## config.mk

```make
export PLATFORM = sky130hd
export DESIGN_NAME = scale_mux_bist
export DESIGN_NICKNAME = d
export VERILOG_FILES = /design/src/rtl/scale_mux_bist.sv
export SDC_FILE = /design/constraint.sdc
export NUM_CORES = 1
export LEC_CHECK = 0
export ABC_AREA = 1
export BUFFER_PORTS_ARGS = -buffer_cell sky130_fd_sc_hd__buf_2
export CORE_UTILIZATION = 35
export CTS_CLUSTER_DIAMETER = 120
export CTS_CLUSTER_SIZE = 12
export DETAILED_ROUTE_END_ITERATION = 16
export GPL_TIMING_DRIVEN = 0
export MAX_ROUTING_LAYER = met4
export PLACE_DENSITY = 0.67
export SYNTH_ARGS = -nofsm -noshare
export SYNTH_HDL_FRONTEND = slang
export SYNTH_SLANG_ARGS = --single-unit
```

## constraint.sdc

```tcl
create_clock -name i_clk -period 1.4 [get_ports i_clk]
set_clock_uncertainty 0.05 [all_clocks]
set_input_delay 0.07 -clock i_clk [delete_from_list [all_inputs] [get_ports i_clk]]
set_output_delay 0.07 -clock i_clk [all_outputs]
set_load 0.05 [all_outputs]
```

## src/rtl/scale_mux_bist.sv

```systemverilog
// scale_mux_bist: exhaustive 8-vector self-test engine for the scale_mux; SCALE_MUX_BIST_STOP_ON_FAIL_EN ends the run at the first mismatch.
module scale_mux_bist #(
    parameter int WIDTH         = 8,
    parameter int SETTLE_CYCLES = 1
) (
    input  logic             i_clk,
    input  logic             i_rst,
    input  logic             i_start,
    input  logic [WIDTH-1:0] i_mux_out,
    output logic [WIDTH-1:0] o_in_a,
    output logic [WIDTH-1:0] o_in_b,
    output logic             o_sel_a,
    output logic             o_busy,
    output logic             o_done,
    output logic             o_pass,
    output logic [3:0]       o_err_cnt,
    output logic             o_fail_valid,
    output logic [2:0]       o_first_fail
);
    typedef enum logic [1:0] {IDLE, DRIVE, CHECK, DONE} state_t;
    state_t     state;
    logic [2:0] vec;
    logic [3:0] settle;
    logic       active;
    logic       mismatch;
    logic       last;
    assign active   = (state == DRIVE) || (state == CHECK);
    assign o_in_a   = active ? {WIDTH{vec[2]}} : '0;
    assign o_in_b   = active ? {WIDTH{vec[1]}} : '0;
    assign o_sel_a  = active & vec[0];
    // case inequality so X/Z from the mux counts as a failure in simulation
    assign mismatch = i_mux_out !== (vec[0] ? {WIDTH{vec[2]}} : {WIDTH{vec[1]}});
`ifdef SCALE_MUX_BIST_STOP_ON_FAIL_EN
    assign last = mismatch || (vec == 3'd7);
`else
    assign last = vec == 3'd7;
`endif
    always_ff @(posedge i_clk) begin
        if (i_rst) begin
            state        <= IDLE;
            vec          <= '0;
            settle       <= '0;
            o_busy       <= 1'b0;
            o_done       <= 1'b0;
            o_pass       <= 1'b0;
            o_err_cnt    <= '0;
            o_fail_valid <= 1'b0;
            o_first_fail <= '0;
        end else begin
            case (state)
                IDLE, DONE: begin
                    if (i_start) begin
                        state        <= DRIVE;
                        vec          <= '0;
                        settle       <= '0;
                        o_busy       <= 1'b1;
                        o_done       <= 1'b0;
                        o_pass       <= 1'b0;
                        o_err_cnt    <= '0;
                        o_fail_valid <= 1'b0;
                        o_first_fail <= '0;
                    end
                end
                DRIVE: begin
                    settle <= settle + 4'd1;
                    if (settle == 4'(SETTLE_CYCLES - 1))
                        state <= CHECK;
                end
                CHECK: begin
                    if (mismatch) begin
                        o_err_cnt <= o_err_cnt + 4'd1;
                        if (!o_fail_valid) begin
                            o_fail_valid <= 1'b1;
                            o_first_fail <= vec;
                        end
                    end
                    if (last) begin
                        state  <= DONE;
                        o_busy <= 1'b0;
                        o_done <= 1'b1;
                        o_pass <= !mismatch && (o_err_cnt == 4'd0);
                    end else begin
                        state  <= DRIVE;
                        vec    <= vec + 3'd1;
                        settle <= '0;
                    end
                end
                default: state <= IDLE;
            endcase
        end
    end
endmodule
```

**Word level (Yosys, flattened, before mapping)**

Index checks and enable logic that the tools add are counted.

- Register bits: 20
- Output and inout port bits: 28
- Logic and storage cells: 66
- Bits of input ports: 11

- Bitwise operators: 1
- Reductions and logical operators: 14
- Equal/unequal tests: 11
- $add $sub $neg: 3
- Muxes and demuxes: 28

Operators by type and width:

| kind | count |
|---|---|
| 2-to-1 mux 8 bit | 3 |
| 2-to-1 mux 3 bit | 4 |
| 2-to-1 mux 4 bit | 3 |
| one-hot mux 3 bit (2 select lines) | 2 |
| one-hot mux 4 bit (3 select lines) | 1 |
| != test 2 bit, second input constant | 5 |
| AND reduction 3 bit | 3 |
| adder 4 x 1 -> 4 bit, second input constant | 2 |
| zero test 4 bit | 2 |
| !== test 8 bit | 1 |
| one-hot mux 1 bit (2 select lines) | 4 |
| one-hot mux 4 bit (2 select lines) | 1 |
| 2-to-1 mux 1 bit | 6 |
| 2-to-1 mux 2 bit | 3 |
| one-hot mux 2 bit (3 select lines) | 1 |
| == test 2 bit, second input constant | 2 |
| AND reduction 2 bit | 2 |
| AND reduction 4 bit | 1 |
| adder 3 x 1 -> 3 bit, second input constant | 1 |
| == test 3 bit, second input constant | 1 |
| == test 2 x 1 -> 1 bit, second input constant | 1 |
| zero test 2 bit | 1 |
| != test 2 x 1 -> 1 bit, second input constant | 1 |
| nonzero test 2 bit | 1 |
| other kinds (5) | 5 |

**Depth between registers and ports, before layout**

- Depth in word-level cells: 6
- Mapped depth: 10
- Mapped depth without buffers: 9

**Worst setup path before layout**

No wires, ideal clock.

- Path kind: register to output
- Start: register state[0]
- End: output o_in_a[1]
- Data arrival time: 1983 ps
- Setup slack: -703 ps
- Stages on the path, launching flop included: 5
- Path buffers: 1
- Required time: 1280 ps
- Cells stage by stage: dfxtp_1 -> inv_1 -> ha_1 -> nor2_1 -> buf_4

- Word-level cells in the longest chain between the ends: 3
- Elaborated cells on any way between the ends: 4
- Those cells by class: 2 x eq/ne; 1 x mux; 1 x reduce/logical

Ends and longest elaborated chain:

| what | line | source |
|---|---|---|
| start, declared | 21 | `state_t state;` |
| start signal, assigned | 40 | `state <= IDLE;` |
| start signal, assigned | 53 | `state <= DRIVE;` |
| start signal, assigned | 67 | `state <= CHECK;` |
| == test 2 x 1 -> 1 bit / == test 2 bit (equally long branches) | 27 | `assign active = (state == DRIVE) \|\| (state == CHECK);` |
| logical OR 1 bit * | 27 |  |
| 2-to-1 mux 8 bit * | 28 | `assign o_in_a = active ? {WIDTH{vec[2]}} : '0;` |
| end, declared | 10 | `output logic [WIDTH-1:0] o_in_a,` |

Mark *: on every way between the ends. The rest lies on a longest branch, timed or not.

**Final worst setup path**

- Start: register state[0]
- End: output o_in_b[1]

- Word-level cells in the longest chain between the ends: 3
- Elaborated cells on any way between the ends: 4
- Those cells by class: 2 x eq/ne; 1 x mux; 1 x reduce/logical

Ends and longest elaborated chain:

| what | line | source |
|---|---|---|
| == test 2 x 1 -> 1 bit / == test 2 bit (equally long branches) | 27 |  |
| logical OR 1 bit * | 27 |  |
| 2-to-1 mux 8 bit * | 29 | `assign o_in_b = active ? {WIDTH{vec[1]}} : '0;` |
| end, declared | 11 | `output logic [WIDTH-1:0] o_in_b,` |

Marks and branches as above.

==> metrics.md <==
| Metric | Value |
|---|---|
| Initial antenna violation count | `0` |
| Largest net degree at the start of global routing | `13` |
| # IOs | `39` |
| EDFF count, synth | `0` |
| Type of origin of the critical path | `flip-flop` |
| Slew Viols, Final | `0` |
| WL final | `3275 um` |
| H-tree depth | `1` |
| Clk pwr share | `0.228` |
| Net Sw Frac | `0.3887` |
| Unrepaired setup endpoints after global routing | `yes` |
| NetSw | `815.9 uW` |
| GPL Wtd Cong | `0.7984` |
| Comb power frac | `0.465` |
| GRT Total Usage | `0.1794` |
| Status | `complete, but fails checks` |
| DIE AREA | `3848 um2` |
| Register area share after synthesis | `0.3175` |
| Grt total ovfl | `0` |
| WHS | `160.6 ps` |
| Vias | `1272` |
| Layout Nets | `241` |
| Iter 0 DRT Violations | `32` |
| Slew HR | `0.6444` |
| Worst Reg2Reg Path Length in Cells | `9` |
| IO buf count | `38` |
| Synth area leader | `dfxtp_1` |
| Placed cell area | `1573 um2` |
| Mapped Area | `1261 um2` |
| Die width | `62.03 um` |
| Netlist cell types | `27` |
| Ranking of synthesized cells by area | `dfxtp_1, buf_4, ha_1` |
| Failing checks | `negative setup slack` |
| Routed Antenna Nets | `0` |
| Post-synth ARST share | `0` |
| Measured slew at the worst slew-check pin | `533.5 ps` |
| WHS Path Cells | `4` |
| Root buf cell | `clkbuf_4` |
| CTS clock-pin slew for the worst setup and hold paths | `110 ps` |
| Synth top area share | `0.3175` |
| Sink Count | `20` |
| Avg Inst Size Synth | `7.507 um2` |
| Core area | `3390 um2` |
| HP Class | `input port to flip-flop` |
| DRC viols | `0` |
| WP data required | `1280 ps` |
| CTS tree | `built` |
| YS warnings | `0` |
| Finish-stage setup viols | `36` |
| Die height | `62.03 um` |
| Post-Syn Nets | `188` |
| Min Tclk post-route | `1577 ps` |
| Flop pwr share | `0.308` |
| Pint | `1283 uW` |
| Worst IR Drop VDD | `0.5176 mV` |
| #FFs+latches synth | `20` |
| Vias per std cell | `4.782` |
| Layout cells sized above 1 | `0.5545` |
| Std cell rows | `21` |
| Drt pass-1 iters | `4` |
| Routed len/inst | `12.31 um` |
| Top FF cell, synth | `dfxtp_1` |
| Setup_tns | `-4147 ps` |
| Crit Path Class | `flip-flop to output port` |
| Worst Path Arrival | `1460 ps` |
| Total power | `2099 uW` |
| HPWL after DPL | `1941 um` |
| Layout area overhead | `62.50%` |
| First-pass GRT wire length | `4940 um` |
| Period Utilization, post-route | `1.127` |
| P per Cell Area | `1024 nW/um2` |
| Max-cap check violation count | `0` |
| Post-route cell area | `2049 um2` |
| Crit Path Max Fanout | `8` |
| Clk buf depth | `2` |
| Worst setup margin | `-177.1 ps` |
| CP Capture Type | `output port` |
| Final hold viol count | `0` |
| Inserted Clock Buffers | `3` |
| Worst-skew pair later-pin latency | `300 ps` |
| Max Clk Rate | `634.1 MHz` |
| Vias in the first global route | `1087` |
| Diodes inserted | `0` |
| Starting Density | `0.3721` |
| Post-synthesis cell count | `168` |
| Leak | `0.0008884 uW` |
path summary, 6_finish.rpt:
| kind | startpoint | endpoint | slack (ps) |
|---|---|---|---|
| min | i_start | o_busy | 160 |
| min reg2reg | o_first_fail[2] | o_first_fail[2] | 420 |
| max | state[0] | o_in_b[1] | -180 |
| max reg2reg | state[0] | o_pass | -150 |
stage by stage:
step	utilization	setup WS, ps	std cells
floorplan	-	-24.56	168
global placement	0.4640	-121.5	252
detailed placement	0.4640	-152.2	252
CTS	0.5733	-173.7	262
global route	0.6047	-255.2	266
finish	0.6047	-177.1	266
cells in the mapped netlist (2+ instances only):
| library cell | n |
|---|---|
| a211oi_1 | 3 |
| buf_4 | 15 |
| o21ai_0 | 4 |
| nand3_1 | 9 |
| inv_1 | 13 |
| clkbuf_1 | 2 |
| nor3_1 | 2 |
| a21oi_1 | 19 |
| nor2_1 | 18 |
| nor2_2 | 2 |
| inv_2 | 5 |
| nand2_2 | 4 |
| nand2_4 | 2 |
| nand2_1 | 23 |
| nand4_1 | 8 |
| ha_1 | 9 |
| dfxtp_1 | 20 |
cells by family (layout without fill, tap and decap cells):
logic type | count (synthesis) | after routing | share of synthesized area
and+or+nand+nor | 72 | 74 | 0.2907
adders and majority gates | 9 | 9 | 0.08929
xor gates and xnor gates | 2 | 2 | 0.01389
AOI/OAI and AO/OA | 30 | 30 | 0.1399
buffers and inverters | 35 | 85 | 0.1488
DFF | 20 | 20 | 0.3175
sequential cells by signal, summed over array words and instances (netlist names):
register	count
o_fail_valid	1
o_done	1
o_first_fail	3
vec	3
state	2
o_pass	1
settle	4
o_busy	1
o_err_cnt	4
power groups by stage:
stage          Sequential, uW  Clock [uW]  Combinational, uW
6_report                  647         478                975
5_1_grt                   653         502               1040
3_5_place_dp              657           0                646
3_3_place_gp              655           0                641
2_1_floorplan             700           0                479
4_1_cts                   643         484                856
critical path: stages (launching register included):
cell,delay [ps]
dfxtp_2,350
inv_2,40
ha_4,250
nor2_4,220
buf_4,160
buf_8,130
layer usage:
| metal | share of wire | global-route usage |
|---|---|---|
| met5 | 0 | - |
| met2 | 0.50 | 0.3070 |
| met3 | 0.037 | 0.01242 |
| met4 | 0.0076 | 0.05079 |
| met1 | 0.45 | 0.2263 |
cell type report:
class                   count  area (um2)
plain buffers              16       132.6
clock buffers               3       22.52
clock inverters             1       30.03
fillers                   283        1340
inverters                  18       85.08
multi-input cells         115       884.6
flip-flops and latches     20       410.4
well taps                  46       57.56
repair buffers             47       426.7
cell usage in the layout (no fill, tap or decap), types with 2 or more instances in the layout:
master	count
a211oi_2	3
buf_8	14
nand2_1	20
dfxtp_2	5
buf_4	15
inv_6	2
a21oi_1	15
nand2_4	4
a21oi_2	4
o21ai_1	2
nand3_2	5
buf_6	10
dfxtp_1	14
nand4_1	8
inv_4	3
ha_4	3
clkbuf_4	3
nor2_1	14
nand2_2	5
inv_1	9
o21ai_2	2
ha_1	5
inv_2	4
nand3_1	5
buf_2	21
nor2_4	7
repair_timing:
| item | in CTS | in global routing |
|---|---|---|
| endpoints found under the setup margin | 37 | 37 |
| buffers inserted | 5 | 3 |
| pin swaps | 16 | 11 |
| gates resized for setup | 79 | 20 |
| hold endpoints to repair | 4 | 0 |
| gates cloned | 1 | 1 |
| hold buffers | 1 | 0 |
Power figures use the tool's default switching activity.
